**src/rtl/ext_bus_pkg.sv**
```systemverilog
// Shared types and helpers for the external multiplexed board-bus master.
// Holds the sequencer state encoding and the high-address-word packing.
package ext_bus_pkg;

  typedef enum logic [2:0] {
    IDLE,
    LA0,
    LA1,
    ACT,
    END
  } bus_state_e;

  localparam int BLE_BIT     = 31;
  localparam int CE_BIT      = 29;
  localparam int HI_ADDR_MSB = 28;
  localparam int CNT_W       = 4;

  // Builds a1[31:16]: BLE (active-low) on bit 31, bit 30 zero, CE (active-low,
  // always selected) on bit 29, and the upper halfword address below them.
  function automatic logic [15:0] pack_hi_word(input logic [HI_ADDR_MSB-16:0] addr_hi,
                                               input logic [1:0]              be);
    logic [31:0] w_word;
    w_word                   = '0;
    w_word[BLE_BIT]          = ~be[0];
    w_word[CE_BIT]           = 1'b0;
    w_word[HI_ADDR_MSB:16]   = addr_hi;
    return w_word[31:16];
  endfunction

endpackage

```
**src/rtl/ext_bus_ctrl.sv**
```systemverilog
// Core-side master for the 16-bit multiplexed board bus: sequences one halfword
// request through low/high address latch phases, then a write strobe or read sample.
module ext_bus_ctrl
  import ext_bus_pkg::*;
#(
  parameter int unsigned WAIT_CYCLES = 2  // legal range 1..15
) (
  input  logic        clk,
  input  logic        reset,
  input  logic        req_valid,
  output logic        req_ready,
  input  logic        req_write,
  input  logic [28:0] req_addr,
  input  logic [1:0]  req_be,
  input  logic [15:0] req_wdata,
  output logic        resp_valid,
  output logic [15:0] resp_rdata,
  output logic [15:0] bus_dout,
  output logic        bus_oe,
  input  logic [15:0] bus_din,
  output logic [1:0]  bus_le,
  output logic        bus_bhe_n,
  output logic        bus_we_n
);

  localparam logic [CNT_W-1:0] WAIT_LOAD = CNT_W'(WAIT_CYCLES - 1);

  bus_state_e r_state;
  bus_state_e w_state_nxt;

  logic             r_write;
  logic [12:0]      r_addr_hi;
  logic [1:0]       r_be;
  logic [15:0]      r_wdata;
  logic [CNT_W-1:0] r_wait_cnt;
  logic [15:0]      r_dout;
  logic [15:0]      r_rdata;

  logic        w_accept;
  logic        w_wait_done;
  logic [15:0] w_dout_nxt;
  logic [1:0]  w_le;
  logic        w_we_n;
  logic        w_bhe_n;
  logic        w_oe;
  logic        w_resp_valid;

  assign w_accept    = req_valid && (r_state == IDLE);
  assign w_wait_done = (r_wait_cnt == '0);

  always_ff @(posedge clk) begin
    if (!reset) begin
      r_state <= IDLE;
    end else begin
      r_state <= w_state_nxt;
    end
  end

  // NOTE: every output of this block gets a default first, so no path can infer a latch.
  always_comb begin
    w_state_nxt  = r_state;
    w_dout_nxt   = r_dout;
    w_le         = 2'b00;
    w_we_n       = 1'b1;
    w_bhe_n      = 1'b1;
    w_oe         = 1'b0;
    w_resp_valid = 1'b0;

    unique case (r_state)
      IDLE: begin
        if (req_valid) begin
          w_state_nxt = LA0;
          w_dout_nxt  = req_addr[15:0];
        end
      end
      LA0: begin
        w_le        = 2'b01;
        w_oe        = 1'b1;
        w_state_nxt = LA1;
        w_dout_nxt  = pack_hi_word(r_addr_hi, r_be);
      end
      LA1: begin
        w_le        = 2'b10;
        w_oe        = 1'b1;
        w_bhe_n     = ~r_be[1];
        w_state_nxt = ACT;
        if (r_write) begin
          w_dout_nxt = r_wdata;
        end
      end
      ACT: begin
        w_bhe_n = ~r_be[1];
        w_oe    = r_write;
        w_we_n  = ~r_write;
        if (w_wait_done) begin
          w_state_nxt = END;
        end
      end
      END: begin
        // Write data stays on the bus one cycle past the strobe for hold time.
        w_bhe_n      = ~r_be[1];
        w_oe         = r_write;
        w_resp_valid = 1'b1;
        w_state_nxt  = IDLE;
      end
      default: begin
        w_state_nxt = IDLE;
      end
    endcase
  end

  // NOTE: request fields are pure datapath qualified by the FSM, so they carry no reset.
  always_ff @(posedge clk) begin
    if (w_accept) begin
      r_write   <= req_write;
      r_addr_hi <= req_addr[28:16];
      r_be      <= req_be;
      r_wdata   <= req_wdata;
    end
  end

  always_ff @(posedge clk) begin
    if (!reset) begin
      r_dout     <= '0;
      r_rdata    <= '0;
      r_wait_cnt <= '0;
    end else begin
      r_dout <= w_dout_nxt;

      if (r_state == LA1) begin
        r_wait_cnt <= WAIT_LOAD;
      end else if ((r_state == ACT) && !w_wait_done) begin
        r_wait_cnt <= r_wait_cnt - 1'b1;
      end

      // Read data is sampled on the final ACT edge and held until the next read.
      if ((r_state == ACT) && w_wait_done && !r_write) begin
        r_rdata <= bus_din;
      end
    end
  end

  assign req_ready  = (r_state == IDLE);
  assign resp_valid = w_resp_valid;
  assign resp_rdata = r_rdata;
  assign bus_dout   = r_dout;
  assign bus_oe     = w_oe;
  assign bus_le     = w_le;
  assign bus_bhe_n  = w_bhe_n;
  assign bus_we_n   = w_we_n;

endmodule

```
**config.mk**
```make
export PLATFORM = sky130hd
export DESIGN_NAME = ext_bus_ctrl
export DESIGN_NICKNAME = d
export VERILOG_FILES = /design/src/rtl/ext_bus_pkg.sv /design/src/rtl/ext_bus_ctrl.sv
export SDC_FILE = /design/constraint.sdc
export NUM_CORES = 1
export LEC_CHECK = 0
export ABC_AREA = 1
export BUFFER_PORTS_ARGS = -buffer_cell sky130_fd_sc_hd__buf_2
export CAP_MARGIN = 20
export CELL_PAD_IN_SITES_DETAIL_PLACEMENT = 1
export CELL_PAD_IN_SITES_GLOBAL_PLACEMENT = 1
export CORE_UTILIZATION = 37
export CTS_BUF_LIST = sky130_fd_sc_hd__clkbuf_4 sky130_fd_sc_hd__clkbuf_8
export DETAILED_ROUTE_END_ITERATION = 16
export HOLD_SLACK_MARGIN = 0.05
export PLACE_DENSITY_LB_ADDON = 0.12
export SLEW_MARGIN = 25
export SYNTH_ARGS = -nofsm -noshare
export SYNTH_HDL_FRONTEND = slang
export SYNTH_SLANG_ARGS = --single-unit
```
**constraint.sdc**
```tcl
create_clock -name clk -period 4.8 [get_ports clk]
set_clock_uncertainty 0.2 [all_clocks]
set_input_delay 0.96 -clock clk [delete_from_list [all_inputs] [get_ports clk]]
set_output_delay 0.96 -clock clk [all_outputs]
set_load 0.03 [all_outputs]
```
==> results.toml, run 1 <==
[setup_path]
crit_type = "reg -> out"
start_kind = "flip-flop"
cp_cell_sequence = "nor2_4 > nand2_4 > inv_2 > o21ai_0 > buf_2"
r2r_slack_ns = 2.30
critPathLaunch = "r_state[0]"
worstPathRequired_ns = 3.64
cp_data_arrival_time_ns = 2.20
path_max_fanout = 20
critical-path-slowest-cell = "dfxtp_1"
slowest_delay_ns = 0.87
worst_r2r_startpoint = "r_state[0]"
worst_setup_path_end_kind = "output port"

[logic_synthesis]
synthCells = 344
synth_top_cell_by_area = "edfxtp_1"
ys_ff_latch = 71
synth_area_um2 = 3040
seq_area_frac_synth_pct = 57.2
async_reset_ff_share_pct = 0
ys_warn_count = 0
synth_top_cells_by_count = "nand2_1 (68), nor2_1 (68), dfxtp_1 (39)"
synth_edf_count = 32
ys.flop_type = "dfxtp_1"
synth_top_area_share_pct = 31.6
synthDistinctLibCells = 25
synthTopCellsByArea = "edfxtp_1 (32%), dfxtp_1 (26%), nand2_1 (8.4%), nor2_1 (8.4%), nand3_1 (5.8%)"
avgSynthCellArea_um2 = 8.85
syn_nets = 412

[global_routing]
grt-ovfl-total = 0
grt_max_degree = 36
antenna_found_initial = 0
grt_pass1_wl_mm = 12.4
grt_pass1_vias = 2652
track_usage_pct = 19.1

[place]
portBuffers = 105
hpwlAfterDp_mm = 5.39
place.gp.congestion = 0.735
place_area_um2 = 3570

[layout]
postLayoutCoreUtil_pct = 48.6
nets = 511
diodes = 0
fin_area_um2 = 3820
areaGrowthSynthToFinish_pct = 25.4
drive_above_1_share_pct = 30.4

[power_and_ir_drop]
powerDensity_nw_per_um2 = 444
leakage_nw = 1.80
ir_drop_mv = 0.200

[floorplanning]
die_w_um = 92.7
die_y_um = 92.7
start_util_pct = 38.8
core_region_area_um2 = 7850
rows = 32
dieArea_um2 = 8590
io_pins = 106

[cts]
cts_sinks = 71
clk_path_buf_depth = 2
clk_latency_ns = 0.35
cts_tree = "built"
cts_hold_buf = 0
cts_buffers = 9
clock-root-buffer = "clkbuf_8"
postCtsSetupRepairBufs = 0
cts.repair.resized = 0
ctsHtreeMaxLevel = 3
clkTransAtPathRegs_ns = 0.08

[timing]
fin_crit_ns = 3.36
setup_viol = 0
rsz0062_at_grt = "no"
worstMarginPinSlew_ns = 0.908
fmax_ghz = 0.297
period_share_pct = 70.0
drv_slew = 0
finalHoldViolations = 0
maxSlewHeadroom_pct = 39.2
tns_ns = 0

[route]
vias = 2588
ant_nets = 0
routed_wl_mm = 7.72
drtIter0Drc = 78
drc = 0
avgRoutedWirePerCell_um = 14.0
via_per_inst = 4.71
first_pass_iters = 4

[flow_run]
drv_cap = 0

[hold_path]
worstHoldStart = "resp_rdata[0]"
hold_path.class = "reg -> reg"

[outcome]
status = "finished clean"
## sequential cells by signal (all words and copies together) (netlist names)
register and count:
bus_dout 16, r_addr_hi 13, r_be 2, r_state 3, r_wait_cnt 4, r_wdata 16, r_write 1, resp_rdata 16
## logic make-up after synthesis
family,Yosys count,share of synthesized area (%)
XOR/XNOR,1,0.288
AND/OR/NAND/NOR,198,29.8
adder cells (fa/ha/maj),1,0.411
buffers and inverters,49,8.34
AO/OA/AOI/OAI,24,3.95
flip-flops,71,57.2
## final cells by class
| class | instances | area [um2] |
|---|---|---|
| clock buffers | 10 | 138 |
| clock inverters | 6 | 106 |
| fillers | 990 | 4030 |
| inverters | 31 | 116 |
| multi-input cells | 224 | 1050 |
| flip-flops and latches | 71 | 1740 |
| well taps | 102 | 128 |
| repair buffers | 106 | 533 |
## critical path, delay by kind of cell (launching register included)
kind | cells | cell delay, ns
flip-flops | 1 | 0.87
AO/OA/AOI/OAI | 1 | 0.21
buffers and inverters | 2 | 0.43
AND/OR/NAND/NOR | 2 | 0.35
## final timing paths
path | end | depth (start not counted)
min | resp_rdata[0] | 2
min reg2reg | resp_rdata[0] | 2
max reg2reg | r_wdata[5] | 4
max | bus_bhe_n | 5
## power breakdown
| group | internal [mW] | switching, mW | leakage, nW |
|---|---|---|---|
| combinational | 0.116 | 0.255 | 1.05 |
| sequential | 0.703 | 0.0345 | 0.623 |
| clock | 0.358 | 0.228 | 0.127 |
## cells in the final DEF, fill, tap and decap left out, types with 3 or more instances in the layout
cell type  synthesis  layout
buf_2              5     105
nand2_1           68      68
nor2_1            68      68
dfxtp_1           39      39
nand3_1           35      35
edfxtp_1          32      32
inv_1             27      27
o21ai_0           18      18
nand4_1           14      14
clkbuf_8           0      10
a21oi_1            6       6
inv_2              4       4
bufinv_16          0       3
## through the flow
step | std cells | total power, mW | setup WS, ns | hold slack, ns
after global routing | 550 | 1.79 | 1.29 | 0.321
after CTS | 550 | 1.72 | 1.40 | 0.295
after global placement | 534 | 1.12 | 1.88 | 0.257
after detailed placement | 534 | 1.13 | 1.79 | 0.274
final | 550 | 1.69 | 1.44 | 0.289
after floorplan | 344 | 1.03 | 0.904 | 0.258
## routing by layer
metal  global-route usage [%]  up-vias  wire (um)
li1                         -     1318          -
met4                     5.77        0         93
met5                        0        -          0
met2                     34.8       70       3920
met1                     21.1     1191       3210
met3                     6.16        9        501
Power figures use the tool's default switching activity.
==> run 2: changes to the inputs <==
Settings changed: CORE_UTILIZATION 37 to 34.
Clock period 4.8 ns to 2.84 ns, I/O delays scaled along.
==> run 2 against run 1 <==
  * Via count decreased by 0.62%
  * Final area decreased by 0.23%
  * Clock power increased by 30%
  * Combinational power increased by 78%
  * First-iteration DRC count decreased by 29%
  * Hold slack got worse by 0.085 ns
  * Die area increased by 8.6%
  * Register-to-register slack got worse by 1.7 ns
  * Non-clock buffer count increased by 3
  * Worst setup slack got worse by 1.2 ns
  * Core utilization decreased by 4.8 points
  * Critical path depth unchanged
==> results.toml, run 2 (same netlist as run 1, synthesis figures left out) <==
[floorplanning]
core_region_area_um2 = 8680
die_y_um = 96.6
io_pins = 106
start_util_pct = 35.1
rows = 34
die_w_um = 96.6
dieArea_um2 = 9340

[route]
ant_nets = 0
routed_wl_mm = 7.67
avgRoutedWirePerCell_um = 13.7
drc = 0
via_per_inst = 4.60
first_pass_iters = 4
vias = 2572
drtIter0Drc = 55

[setup_path]
start_kind = "flip-flop"
worstPathRequired_ns = 2.07
cp_data_arrival_time_ns = 1.88
worst_setup_path_end_kind = "output port"
path_max_fanout = 17
crit_type = "reg -> out"

[cts]
clk_path_buf_depth = 2
clk_latency_ns = 0.33
cts_hold_buf = 0
cts_sinks = 71
postCtsSetupRepairBufs = 0
ctsHtreeMaxLevel = 3
cts_tree = "built"
cts.repair.resized = 0
cts_buffers = 9
clock-root-buffer = "clkbuf_8"
clkTransAtPathRegs_ns = 0.08

[global_routing]
antenna_found_initial = 0
grt-ovfl-total = 0
grt_pass1_wl_mm = 12.9
grt_max_degree = 36
track_usage_pct = 17.4
grt_pass1_vias = 2683

[place]
portBuffers = 105
place_area_um2 = 3620
hpwlAfterDp_mm = 5.52
place.gp.congestion = 0.742

[timing]
period_share_pct = 93.1
drv_slew = 0
tns_ns = 0
fmax_ghz = 0.378
rsz0062_at_grt = "no"
maxSlewHeadroom_pct = 56.0
fin_crit_ns = 2.64
finalHoldViolations = 0
worstMarginPinSlew_ns = 0.660
setup_viol = 0

[layout]
drive_above_1_share_pct = 30.8
areaGrowthSynthToFinish_pct = 25.1
nets = 514
final_common_cell = "buf_2"
fin_area_um2 = 3810
layout_common_cells = "buf_2 (105), nand2_1 (68), nor2_1 (68), dfxtp_1 (39), nand3_1 (35)"
diodes = 0

[power_and_ir_drop]
total_power_mw = 2.66
ir_drop_mv = 0.213
leakage_nw = 1.79
powerDensity_nw_per_um2 = 698

[outcome]
status = "finished clean"

[hold_path]
hold_path.class = "in -> reg"

[flow_run]
drv_cap = 0
## run 2: worst max-delay path, cell delays in order (launching register included)
cell,delay [ns]
dfxtp_1,0.60
inv_2,0.27
nand2_1,0.15
o21ai_0,0.13
o21ai_0,0.17
buf_2,0.22
## run 2: stage by stage
step / hold slack [ns] / utilization, % / setup slack, ns / std cells
final: 0.205 / 43.9 / 0.196 / 559
after global routing: 0.183 / 43.9 / 0.0109 / 559
after CTS: 0.186 / 43.9 / 0.175 / 559
after detailed placement: 0.267 / 41.7 / 0.547 / 543
after global placement: 0.259 / 41.7 / 0.615 / 543
after floorplan: 0.258 / - / 0.163 / 344
## run 2: worst paths after layout
path | start | end | slack (ns) | depth (start not counted)
worst min register to register | resp_rdata[4] | resp_rdata[4] | 0.28 | 2
worst max register to register | r_state[1] | bus_dout[2] | 0.62 | 7
worst max-delay path | r_state[1] | bus_bhe_n | 0.20 | 5
worst min-delay path | req_wdata[11] | r_wdata[11] | 0.20 | 1
## run 2: cell type report
| class | count | area, um2 |
|---|---|---|
| multi-input cells | 224 | 1060 |
| well taps | 108 | 135 |
| flip-flops and latches | 71 | 1740 |
| fillers | 1087 | 4870 |
| repair buffers | 109 | 568 |
| clock buffers | 15 | 181 |
| clock inverters | 1 | 5.00 |
| inverters | 31 | 116 |
## run 2: report_power, final
group / total, mW / internal, mW / switching (mW)
logic: 0.660 / 0.210 / 0.450
registers: 1.24 / 1.19 / 0.0478
clock network: 0.763 / 0.404 / 0.359
## run 2: layer usage
| layer | vias to the layer above | share of wire, % | track usage (%) |
|---|---|---|---|
| li1 | 1323 | - | - |
| met1 | 1170 | 45 | 21.8 |
| met2 | 70 | 49 | 29.8 |
| met3 | 9 | 4.5 | 3.03 |
| met4 | 0 | 1.4 | 6.54 |
| met5 | - | 0 | 0 |
